[src/rtl/fpu_cvt_pkg.sv]
// Shared constants and types for the FPU conversion-unit scheduler.
package fpu_cvt_pkg;

  localparam logic CVT_ITOF = 1'b0;
  localparam logic CVT_FTOI = 1'b1;

  localparam int MAX_NREQ = 8;
  localparam int ID_W     = $clog2(MAX_NREQ);

  typedef enum logic [1:0] {
    IDLE     = 2'd0,
    INFLIGHT = 2'd1,
    HOLD     = 2'd2
  } req_state_t;

endpackage

[src/rtl/rr_arbiter.sv]
// Round-robin arbiter: one-hot grant among requesters that are valid and idle.
module rr_arbiter
  import fpu_cvt_pkg::*;
#(
  parameter int NREQ = 2
) (
  input  logic            clk,
  input  logic            rstn,
  input  logic [NREQ-1:0] req_valid,
  input  logic [NREQ-1:0] idle,
  output logic [NREQ-1:0] grant,
  output logic [ID_W-1:0] grant_idx,
  output logic            grant_any
);

  logic [ID_W-1:0] rr_ptr;
  logic [NREQ-1:0] eligible;

  // Gating with rstn keeps req_ready low while reset is asserted.
  assign eligible = req_valid & idle & {NREQ{rstn}};

  // First pass scans from rr_ptr upward, second pass wraps below it.
  always_comb begin
    grant     = '0;
    grant_idx = '0;
    grant_any = 1'b0;
    for (int i = 0; i < NREQ; i++) begin
      if (!grant_any && eligible[i] && (ID_W'(i) >= rr_ptr)) begin
        grant[i]  = 1'b1;
        grant_idx = ID_W'(i);
        grant_any = 1'b1;
      end
    end
    for (int i = 0; i < NREQ; i++) begin
      if (!grant_any && eligible[i]) begin
        grant[i]  = 1'b1;
        grant_idx = ID_W'(i);
        grant_any = 1'b1;
      end
    end
  end

  always_ff @(posedge clk) begin
    if (!rstn) begin
      rr_ptr <= '0;
    end else if (grant_any) begin
      rr_ptr <= (grant_idx == ID_W'(NREQ - 1)) ? '0 : grant_idx + 1'b1;
    end
  end

endmodule

[src/rtl/fpu_cvt_sched.sv]
// Schedules NREQ requesters onto one fixed-latency itof/ftoi unit and
// holds each result until its requester takes it.
//   state    | meaning
//   IDLE     | may accept a new request
//   INFLIGHT | op issued, tag travelling with the unit pipeline
//   HOLD     | result parked in resp_data, resp_valid high
module fpu_cvt_sched
  import fpu_cvt_pkg::*;
#(
  parameter int NREQ = 2,
  parameter int LAT  = 1
) (
  input  logic                 clk,
  input  logic                 rstn,
  input  logic [NREQ-1:0]      req_valid,
  output logic [NREQ-1:0]      req_ready,
  input  logic [NREQ-1:0]      req_op,
  input  logic [32*NREQ-1:0]   req_data,
  output logic [NREQ-1:0]      resp_valid,
  input  logic [NREQ-1:0]      resp_ready,
  output logic [32*NREQ-1:0]   resp_data,
  output logic                 cvt_valid,
  output logic                 cvt_op,
  output logic [31:0]          cvt_src,
  input  logic [31:0]          cvt_res,
  output logic                 busy
);

  req_state_t      state    [NREQ];
  req_state_t      state_nx [NREQ];
  logic [NREQ-1:0] idle;
  logic [NREQ-1:0] grant;
  logic [ID_W-1:0] grant_idx;
  logic            grant_any;
  logic            sel_op;
  logic [31:0]     sel_src;

  logic            tag_vld [LAT+1];
  logic [ID_W-1:0] tag_id  [LAT+1];
  logic            ret_vld;
  logic [ID_W-1:0] ret_id;

  rr_arbiter #(.NREQ(NREQ)) u_arb (
    .clk       (clk),
    .rstn      (rstn),
    .req_valid (req_valid),
    .idle      (idle),
    .grant     (grant),
    .grant_idx (grant_idx),
    .grant_any (grant_any)
  );

  assign req_ready = grant;
  assign ret_vld   = tag_vld[LAT];
  assign ret_id    = tag_id[LAT];

  always_comb begin
    idle       = '0;
    resp_valid = '0;
    sel_op     = CVT_ITOF;
    sel_src    = '0;
    for (int i = 0; i < NREQ; i++) begin
      idle[i]       = (state[i] == IDLE);
      resp_valid[i] = (state[i] == HOLD);
      if (grant[i]) begin
        sel_op  = req_op[i];
        sel_src = req_data[32*i +: 32];
      end
    end
    busy = ~&idle;
  end

  always_comb begin
    for (int i = 0; i < NREQ; i++) begin
      state_nx[i] = state[i];
      case (state[i])
        IDLE:     if (grant[i]) state_nx[i] = INFLIGHT;
        INFLIGHT: if (ret_vld && (ret_id == ID_W'(i))) state_nx[i] = HOLD;
        HOLD:     if (resp_ready[i]) state_nx[i] = IDLE;
        default:  state_nx[i] = IDLE;
      endcase
    end
  end

  always_ff @(posedge clk) begin
    for (int i = 0; i < NREQ; i++) begin
      if (!rstn) state[i] <= IDLE;
      else       state[i] <= state_nx[i];
    end
  end

  // Stage LAT lines up with cvt_res; cvt_res is only looked at under a valid tag.
  always_ff @(posedge clk) begin
    if (!rstn) begin
      for (int k = 0; k <= LAT; k++) begin
        tag_vld[k] <= 1'b0;
        tag_id[k]  <= '0;
      end
      cvt_valid <= 1'b0;
      cvt_op    <= CVT_ITOF;
      cvt_src   <= '0;
      resp_data <= '0;
    end else begin
      tag_vld[0] <= grant_any;
      tag_id[0]  <= grant_idx;
      for (int k = 1; k <= LAT; k++) begin
        tag_vld[k] <= tag_vld[k-1];
        tag_id[k]  <= tag_id[k-1];
      end
      cvt_valid <= grant_any;
      if (grant_any) begin
        cvt_op  <= sel_op;
        cvt_src <= sel_src;
      end
      for (int i = 0; i < NREQ; i++) begin
        if (ret_vld && (ret_id == ID_W'(i))) resp_data[32*i +: 32] <= cvt_res;
      end
    end
  end

endmodule
[config.mk]
export PLATFORM = sky130hd
export DESIGN_NAME = fpu_cvt_sched
export DESIGN_NICKNAME = d
export VERILOG_FILES = /design/src/rtl/fpu_cvt_pkg.sv /design/src/rtl/rr_arbiter.sv /design/src/rtl/fpu_cvt_sched.sv
export SDC_FILE = /design/constraint.sdc
export NUM_CORES = 1
export LEC_CHECK = 0
export BUFFER_PORTS_ARGS = -buffer_cell sky130_fd_sc_hd__clkbuf_2
export CORE_MARGIN = 4
export CORE_UTILIZATION = 47
export CTS_CLUSTER_DIAMETER = 40
export DETAILED_ROUTE_END_ITERATION = 10
export GPL_TIMING_DRIVEN = 0
export PLACE_DENSITY_LB_ADDON = 0.25
export SLEW_MARGIN = 20
export SYNTH_ARGS = -nofsm -noshare
export SYNTH_HDL_FRONTEND = slang
export SYNTH_HIERARCHICAL = 1
export SYNTH_SLANG_ARGS = --single-unit
[constraint.sdc]
create_clock -name clk -period 2.2 [get_ports clk]
set_input_delay 0.11 -clock clk [delete_from_list [all_inputs] [get_ports clk]]
set_output_delay 0.11 -clock clk [all_outputs]
set_load 0.01 [all_outputs]
==> flow_metrics.py, run 1 <==
metrics = {
    "run_status": {
        "status": "finished, final reports clean",
    },
    "hold_path": {
        "min_path_type": "in2reg",
    },
    "synth": {
        "yosysTopAreaCellShare": 0.491,
        "async_flop_share": 0,
        "ys_ff_latch": 110,
        "synth-edff-count": 0,
        "syn_avg_cell_area_um2": 9.28,
        "yosysMostFrequentCell": "nand2_1",
        "synth_top_family_by_area": "simple AND/OR/NAND/NOR gates",
        "synth_mux_area_frac": 0.143,
        "ys_seq_area_frac": 0.491,
        "synth_top_cell_by_area": "dfxtp_1",
        "synth_ff_type": "dfxtp_1",
        "syn_area_um2": 4480,
        "synthAdderAreaFrac": 0,
        "netlist_instances": 483,
        "netlist_top_cells_count": "nand2_1 (132), dfxtp_1 (110), mux2i_1 (64)",
        "synthSimpleGateAreaFrac": 0.201,
        "synth_xor_area_frac": 0,
        "ys_top_cells_by_area": "dfxtp_1 (49%), mux2i_1 (14%), nand2_1 (11%)",
        "synth_compound_area_frac": 0.102,
        "ys_types": 28,
        "yosysWarnings": 6,
    },
    "final_layout": {
        "diodes": 0,
        "area_delta_synth_final_pct": 48.1,
        "nNetsFinal": 881,
        "fin_area_um2": 6640,
        "drive_gt1_frac": 0.330,
    },
    "die": {
        "boundaryPins": 207,
        "fp.coreArea_um2": 9280,
        "start_util": 0.483,
        "dieArea_um2": 11200,
        "die_x_um": 106,
        "rows": 35,
        "die_h_um": 106,
    },
    "power": {
        "p_per_area_nw_per_um2": 604,
        "power_frac_comb": 0.162,
        "switching_power_mw": 1.08,
        "sw_frac_of_total": 0.268,
        "intPower_mw": 2.94,
        "power_frac_clock": 0.311,
        "seqPwrFrac": 0.527,
        "leakage_nw": 3.08,
        "peakVddDrop_uv": 339,
    },
    "sta": {
        "finalSetupTns_ns": 0,
        "fin_crit_ns": 1.95,
        "grt_setup_unrepaired": "no",
        "final-max-slew-violation-count": 0,
        "max_freq_mhz": 514,
        "whs_ns": 0.0113,
        "finClkSkew_ns": 0.0144,
        "post-route-period-util": 0.884,
        "final-setup-viol-count": 0,
        "hold_violations": 0,
    },
    "cts": {
        "clock_latency_ns": 0.36,
        "clkTransAtPathRegs_ns": 0.10,
        "tritoncts": "built",
        "htreeDepth": 3,
        "clock_sinks": 110,
        "postCtsSetupBuffers": 0,
        "numCtsBuffers": 9,
        "root_buffer": "clkbuf_8",
        "clock_path_buffers": 2,
    },
    "global_route": {
        "antenna_found_initial": 0,
        "grt_pass1_vias": 4798,
        "grt_pass1_wl_um": 22700,
        "grt_max_degree": 20,
        "gr-total-overflow": 0,
        "track_usage": 0.248,
    },
    "drt": {
        "drt_iter0_markers": 168,
        "drtPass1Iterations": 4,
        "drtAntennaViolNets": 0,
        "routed_wl_um": 13900,
        "vias_per_cell": 5.01,
        "post-route-drc-count": 0,
        "vias": 4561,
        "wl_per_cell_um": 15.2,
    },
    "place": {
        "port_buffers": 206,
        "place_hpwl_um": 9510,
        "placed_area_um2": 5680,
        "gp_congestion": 0.827,
    },
    "worst_setup_path": {
        "cp_top_family": "compound AO/OA/AOI/OAI gates",
        "startpoint_type": "register",
        "cp_slowest_cell": "clkbuf_1",
        "crit_start": "state[1][1]",
        "worstPathMaxFanout": 10,
        "cp_cell_sequence": "nor2_1 > nand2_1 > a21boi_0 > clkbuf_1 > o21ai_0 > a31oi_1",
        "r2r_cells": 6,
        "r2r_start": "state[1][1]",
        "max_stage_delay_ns": 0.38,
        "path_buf_inv": 1,
        "reg2reg_to": "cvt_src[31]",
        "required_ns": 2.48,
        "cp.arrival_ns": 2.22,
        "end_kind": "register",
        "crit_path_end": "cvt_src[31]",
        "cp_num_cells": 6,
        "critical_path_class": "reg2reg",
        "reg2reg_slack_ns": 0.25,
    },
    "job": {
        "cap_violations": 0,
    },
}
-- repair_timing --
item                       4_1_cts  5_1_grt
setup endpoints to repair        0       14
hold endpoints to repair        77        0
resized for setup                0        2
hold buffers                    76        0
-- routing by layer --
layer / wire (um) / vias up / global-route usage / share of wire
li1: - / 2241 / - / -
met1: 5530 / 2101 / 0.286 / 0.40
met2: 6980 / 197 / 0.442 / 0.50
met3: 1090 / 22 / 0.0674 / 0.078
met4: 277 / 0 / 0.0833 / 0.020
met5: 0 / - / 0 / 0
-- power groups by stage --
stage	sequential [mW]	clock, mW	combinational (mW)
2_1_floorplan	2.18	0	0.256
3_3_place_gp	2.16	0	0.520
3_5_place_dp	2.16	0	0.531
4_1_cts	2.11	1.28	0.637
5_1_grt	2.12	1.36	0.710
6_report	2.11	1.25	0.649
-- worst min-delay path by stage --
stage,startpoint,endpoint,slack (ns),cells after the start
global route,req_data[55],cvt_src[23],0.0002,3
floorplan,req_data[60],cvt_src[28],0.26,2
finish,cvt_res[5],resp_data[37],0.01,3
global placement,req_data[40],cvt_src[8],0.36,3
detailed placement,req_data[40],cvt_src[8],0.37,3
CTS,cvt_res[5],resp_data[37],0.0002,3
-- layout by cell type (no fill, tap or decap), drive strengths merged, types with 2 or more instances in the layout --
| cell type | synthesis | routed |
|---|---|---|
| inv | 3 | 7 |
| nor2b | 2 | 2 |
| nand3b | 33 | 33 |
| clkbuf | 11 | 226 |
| mux2i | 64 | 64 |
| o2111a | 2 | 2 |
| conb | 1 | 2 |
| dlygate4sd3 | 0 | 76 |
| nor2 | 4 | 4 |
| and2 | 8 | 8 |
| and3b | 3 | 3 |
| a32o | 2 | 2 |
| o21ai | 33 | 33 |
| dfxtp | 110 | 110 |
| buf | 33 | 33 |
| a31oi | 33 | 33 |
| a2111oi | 2 | 2 |
| nand2 | 132 | 132 |
-- logic make-up (layout without fill, tap and decap cells) --
kind of cell | after synthesis | count (layout)
mux | 64 | 64
flops | 110 | 110
simple gates | 187 | 187
compound gates | 74 | 74
other cells | 1 | 2
buf+inv | 47 | 344
-- state kept, by name (all words and copies together) (netlist names) --
| register | cells |
|---|---|
| cvt_op | 1 |
| tag_id | 6 |
| u_arb/rr_ptr | 1 |
| state | 4 |
| tag_vld | 2 |
| cvt_src | 32 |
| resp_data | 64 |
-- stage by stage --
stage | utilization | instances | total power, mW | setup WS, ns
5_1_grt | 0.715 | 910 | 4.19 | 0.0364
3_5_place_dp | 0.612 | 819 | 2.69 | 0.196
6_report | 0.715 | 910 | 4.01 | 0.255
2_1_floorplan | - | 484 | 2.44 | 0.620
3_3_place_gp | 0.612 | 819 | 2.68 | 0.245
4_1_cts | 0.715 | 910 | 4.03 | 0.186
-- cell type report --
class / instances / area, um2
Fill cell: 730 / 2640
Sequential cell: 110 / 2200
Multi-Input combinational cell: 327 / 2000
Timing Repair Buffer: 282 / 1790
Buffer: 44 / 272
Tap cell: 129 / 161
Clock buffer: 9 / 124
Clock inverter: 6 / 76.3
Inverter: 3 / 11.3
-- worst reg2reg max path: stages (launching register included) --
cell and delay [ns]:
dfxtp_1 0.35, nor2_1 0.30, nand2_1 0.08, a21boi_0 0.35, clkbuf_1 0.38, o21ai_0 0.19, a31oi_1 0.22
(Power assumes the default switching activity.)
==> run 2: changes to the inputs <==
Settings changed: PLACE_DENSITY_LB_ADDON 0.25 to 0.3.
Clock period 2.2 ns to 1.8 ns, I/O delays scaled along.
==> flow_metrics.py, run 2 (same netlist as run 1, synthesis figures left out) <==
metrics = {
    "worst_setup_path": {
        "worstPathMaxFanout": 10,
        "cp.arrival_ns": 1.98,
        "max_stage_delay_ns": 0.45,
        "required_ns": 2.08,
        "cp_slowest_cell": "dfxtp_1",
        "cp_num_cells": 6,
        "r2r_cells": 6,
        "cp_top_family": "simple AND/OR/NAND/NOR gates",
        "cp_cell_sequence": "nor2_4 > nand3_1 > and4_2 > buf_2 > nand3b_1 > a31oi_1",
        "crit_path_end": "cvt_src[9]",
        "end_kind": "register",
        "critical_path_class": "reg2reg",
        "reg2reg_to": "cvt_src[9]",
        "path_buf_inv": 1,
        "startpoint_type": "register",
        "r2r_start": "state[1][0]",
        "reg2reg_slack_ns": 0.1,
        "crit_start": "state[1][0]",
    },
    "final_layout": {
        "largest_reg_flops": 64,
        "utilization": 0.737,
        "drive_gt1_frac": 0.335,
        "regMostFlops": "resp_data",
        "diodes": 0,
        "nNetsFinal": 897,
        "top_regs": "resp_data (64), cvt_src (32), tag_id (6)",
        "final_common_cell": "clkbuf_2",
        "layoutNonFillerInstCount": 927,
        "area_delta_synth_final_pct": 52.6,
        "fin_area_um2": 6840,
        "fillers": 692,
        "final_cell_mix": "clkbuf_2 (210), nand2_1 (132), dfxtp_1 (109), dlygate4sd3_1 (93), mux2i_1 (64)",
    },
    "power": {
        "power_frac_clock": 0.312,
        "switching_power_mw": 1.29,
        "intPower_mw": 3.68,
        "sw_frac_of_total": 0.260,
        "peakVddDrop_uv": 457,
        "power_frac_comb": 0.168,
        "leakage_nw": 3.17,
        "seqPwrFrac": 0.520,
        "p_per_area_nw_per_um2": 726,
    },
    "global_route": {
        "antenna_found_initial": 0,
        "grt_pass1_wl_um": 23300,
        "gr-total-overflow": 0,
        "track_usage": 0.255,
        "grt_max_degree": 18,
        "grt_pass1_vias": 4869,
    },
    "place": {
        "dp_cells": 819,
        "gp_congestion": 0.803,
        "placed_area_um2": 5680,
        "place_hpwl_um": 9810,
        "port_buffers": 206,
    },
    "sta": {
        "finalSetupTns_ns": 0,
        "post-route-period-util": 0.945,
        "finClkSkew_ns": 0.0151,
        "final-max-slew-violation-count": 0,
        "grt_setup_unrepaired": "yes",
        "final-setup-viol-count": 0,
        "max_freq_mhz": 588,
        "hold_violations": 0,
        "whs_ns": 0.0156,
        "fin_crit_ns": 1.70,
    },
    "cts": {
        "tritoncts": "built",
        "postCtsSetupBuffers": 0,
        "numCtsBuffers": 9,
        "clock_sinks": 110,
        "clkTransAtPathRegs_ns": 0.11,
        "clock_latency_ns": 0.35,
        "htreeDepth": 3,
        "clock_path_buffers": 2,
        "root_buffer": "clkbuf_8",
    },
    "die": {
        "dieArea_um2": 11200,
        "fp.coreArea_um2": 9280,
        "rows": 35,
        "start_util": 0.483,
        "die_x_um": 106,
        "boundaryPins": 207,
        "die_h_um": 106,
    },
    "drt": {
        "vias": 4799,
        "post-route-drc-count": 0,
        "drt_iter0_markers": 221,
        "vias_per_cell": 5.18,
        "drtPass1Iterations": 5,
        "wl_per_cell_um": 15.8,
        "routed_wl_um": 14600,
        "drtAntennaViolNets": 0,
    },
    "job": {
        "cap_violations": 0,
    },
    "run_status": {
        "status": "finished, final reports clean",
    },
    "hold_path": {
        "min_path_type": "in2reg",
    },
}
[run 2: cell types whose count changed in the layout (fill, tap and decap cells not counted), moves of 2 or more]
cell / delta
clkbuf_8: +2
clkbuf_2: +3
clkbuf_4: +2
nor2_1: -2
clkbuf_1: -4
dlygate4sd3_1: +17
inv_6: -3
[run 2: worst register-to-register path, cell delays in order, from the launching register on]
cell	delay [ns]
dfxtp_1	0.45
nor2_4	0.08
nand3_1	0.11
and4_2	0.36
buf_2	0.26
nand3b_1	0.15
a31oi_1	0.23
[run 2: layout make-up]
cell class | instances | area [um2] | share of cell area
Sequential cell | 110 | 2200 | 0.322
Inverter | 3 | 11.3 | 0.00165
Clock buffer | 12 | 155 | 0.0227
Clock inverter | 4 | 55.1 | 0.00805
Buffer | 43 | 278 | 0.0406
Timing Repair Buffer | 299 | 1960 | 0.287
Multi-Input combinational cell | 327 | 2020 | 0.295
Tap cell | 129 | 161 | 0.0236
[run 2: worst min-delay path by stage]
stage	from	end	cells after the start
3_5_place_dp	req_data[60]	cvt_src[28]	3
4_1_cts	req_data[19]	cvt_src[19]	3
2_1_floorplan	req_data[60]	cvt_src[28]	2
5_1_grt	req_data[6]	cvt_src[6]	3
6_report	req_data[6]	cvt_src[6]	3
3_3_place_gp	req_data[60]	cvt_src[28]	3
[run 2: through the flow]
| stage | worst slack [ns] | total power, mW |
|---|---|---|
| detailed placement | -0.211 | 3.29 |
| floorplan | 0.220 | 2.98 |
| global route | -0.0291 | 5.18 |
| CTS | 0.0400 | 4.98 |
| global placement | -0.169 | 3.27 |
| finish | 0.0984 | 4.97 |
[run 2: power groups by stage]
stage	Combinational (mW)	Clock, mW	Sequential [mW]
5_1_grt	0.904	1.68	2.60
4_1_cts	0.807	1.59	2.58
6_report	0.833	1.55	2.59
3_3_place_gp	0.633	0	2.63
2_1_floorplan	0.313	0	2.67
3_5_place_dp	0.649	0	2.64
[run 2: what timing repair did]
item / CTS / global route
endpoints found under the hold margin: 93 / 0
resized for setup: 4 / 14
hold buffers: 93 / 0
endpoints found under the setup margin: 33 / 33
[run 2: metal layers]
layer	global-route usage	part of all wire	up-vias
met5	0	0	-
met4	0.113	0.033	0
met3	0.0704	0.083	41
met2	0.446	0.50	253
met1	0.288	0.39	2233
li1	-	-	2272
==> run 3: changes to the inputs <==
Settings changed: CORE_MARGIN 4 to 8, RECOVER_POWER from default to 100.
==> flow_metrics.py, run 3 (same netlist as run 1, synthesis figures left out) <==
metrics = {
    "die": {
        "die_x_um": 114,
        "boundaryPins": 207,
        "fp.coreArea_um2": 9240,
        "die_h_um": 114,
        "dieArea_um2": 12900,
        "start_util": 0.485,
        "rows": 35,
    },
    "worst_setup_path": {
        "required_ns": 2.07,
        "end_kind": "register",
        "max_stage_delay_ns": 0.40,
        "crit_path_end": "cvt_src[10]",
        "reg2reg_slack_ns": 0.09,
        "startpoint_type": "register",
        "cp_slowest_cell": "dfxtp_1",
        "r2r_cells": 7,
        "cp_top_family": "simple AND/OR/NAND/NOR gates",
        "cp.arrival_ns": 1.99,
        "cp_cell_sequence": "nor2_2 > nand3_1 > and4_1 > clkbuf_2 > clkbuf_4 > nand3b_1 > a31oi_1",
        "crit_start": "state[1][1]",
        "r2r_start": "state[1][1]",
        "critical_path_class": "reg2reg",
        "worstPathMaxFanout": 10,
        "path_buf_inv": 2,
        "cp_num_cells": 7,
        "reg2reg_to": "cvt_src[10]",
    },
    "drt": {
        "vias_per_cell": 5.11,
        "vias": 4752,
        "drtPass1Iterations": 4,
        "post-route-drc-count": 0,
        "drtAntennaViolNets": 0,
        "wl_per_cell_um": 16.9,
        "drt_iter0_markers": 276,
        "routed_wl_um": 15700,
    },
    "sta": {
        "fin_crit_ns": 1.71,
        "finalSetupTns_ns": 0,
        "relSlewSlack": 0.557,
        "grt_setup_unrepaired": "no",
        "max_freq_mhz": 583,
        "whs_ns": 0.0180,
        "final-setup-viol-count": 0,
        "finClkSkew_ns": 0.0152,
        "worst_slack_ns": 0.0858,
        "post-route-period-util": 0.952,
        "worst_pin_slew_ns": 0.665,
        "final-max-slew-violation-count": 0,
        "hold_violations": 0,
    },
    "final_layout": {
        "utilization": 0.725,
        "area_delta_synth_final_pct": 49.4,
        "regMostFlops": "resp_data",
        "largest_reg_flops": 64,
        "fin_area_um2": 6700,
        "nNetsFinal": 899,
        "final_common_cell": "nand2_1",
        "fillers": 739,
        "top_regs": "resp_data (64), cvt_src (32), tag_id (6)",
        "drive_gt1_frac": 0.201,
        "layoutNonFillerInstCount": 930,
        "final_cell_mix": "nand2_1 (132), clkbuf_1 (115), clkbuf_2 (111), dfxtp_1 (108), dlygate4sd3_1 (94)",
        "multi_input_area_um2": 2020,
        "ff_latch_area_um2": 2200,
    },
    "global_route": {
        "antenna_found_initial": 1,
        "grt_max_degree": 19,
        "track_usage": 0.235,
        "gr-total-overflow": 0,
        "grt_pass1_vias": 5100,
        "grt_pass1_wl_um": 24800,
    },
    "power": {
        "leakage_nw": 2.80,
        "p_per_area_nw_per_um2": 718,
        "power.total_mw": 4.81,
        "peakVddDrop_uv": 542,
    },
    "cts": {
        "htreeDepth": 3,
        "clock_path_buffers": 2,
        "numCtsBuffers": 9,
        "clkTransAtPathRegs_ns": 0.11,
        "clock_latency_ns": 0.35,
        "clock_sinks": 110,
        "tritoncts": "built",
        "root_buffer": "clkbuf_8",
        "postCtsSetupBuffers": 0,
    },
    "job": {
        "cap_violations": 0,
    },
    "place": {
        "placed_area_um2": 5680,
        "place_hpwl_um": 10400,
        "port_buffers": 206,
        "dp_cells": 819,
        "dp_worst_setup_slack_ns": -0.200,
        "gp_congestion": 0.808,
    },
    "hold_path": {
        "min_path_cells": 3,
        "min_path_type": "in2reg",
    },
    "run_status": {
        "status": "finished, final reports clean",
    },
}
==> run 3: worst min-delay path by stage <==
stage | to | start
3_5_place_dp | cvt_src[26] | req_data[58]
6_report | cvt_src[14] | req_data[46]
4_1_cts | cvt_src[14] | req_data[46]
3_3_place_gp | cvt_src[19] | req_data[51]
5_1_grt | resp_data[4] | cvt_res[4]
2_1_floorplan | cvt_src[28] | req_data[60]
==> run 3: final cells by class <==
class / instances / area share
Antenna cell: 1 / 0.000373
Buffer: 44 / 0.0411
Clock buffer: 10 / 0.0205
Clock inverter: 6 / 0.00672
Inverter: 3 / 0.00168
Multi-Input combinational cell: 327 / 0.302
Sequential cell: 110 / 0.329
Tap cell: 129 / 0.0241
Timing Repair Buffer: 300 / 0.275
==> run 3: worst min-delay path: cells and delay by family <==
kind                   cells  cell delay, ns
buffers and inverters      1            0.09
and+or+nand+nor            1            0.07
AOI/OAI and AO/OA          1            0.08
==> run 3: power by group <==
group / internal [mW] / total, mW / switching (mW)
clock network: 0.554 / 1.40 / 0.846
registers: 2.53 / 2.59 / 0.0595
logic: 0.402 / 0.824 / 0.421
==> run 3: repair_timing <==
| item | in CTS | in global routing |
|---|---|---|
| gates cloned | 0 | 0 |
| endpoints found under the setup margin | 33 | 35 |
| gates resized for setup | 3 | 21 |
| hold buffers | 92 | 2 |
| hold endpoints to repair | 90 | 2 |
==> run 3: metal layers <==
layer	wire, um	global-route usage
met5	0	0
met4	371	0.105
met3	1530	0.0835
met2	7570	0.408
met1	6200	0.253
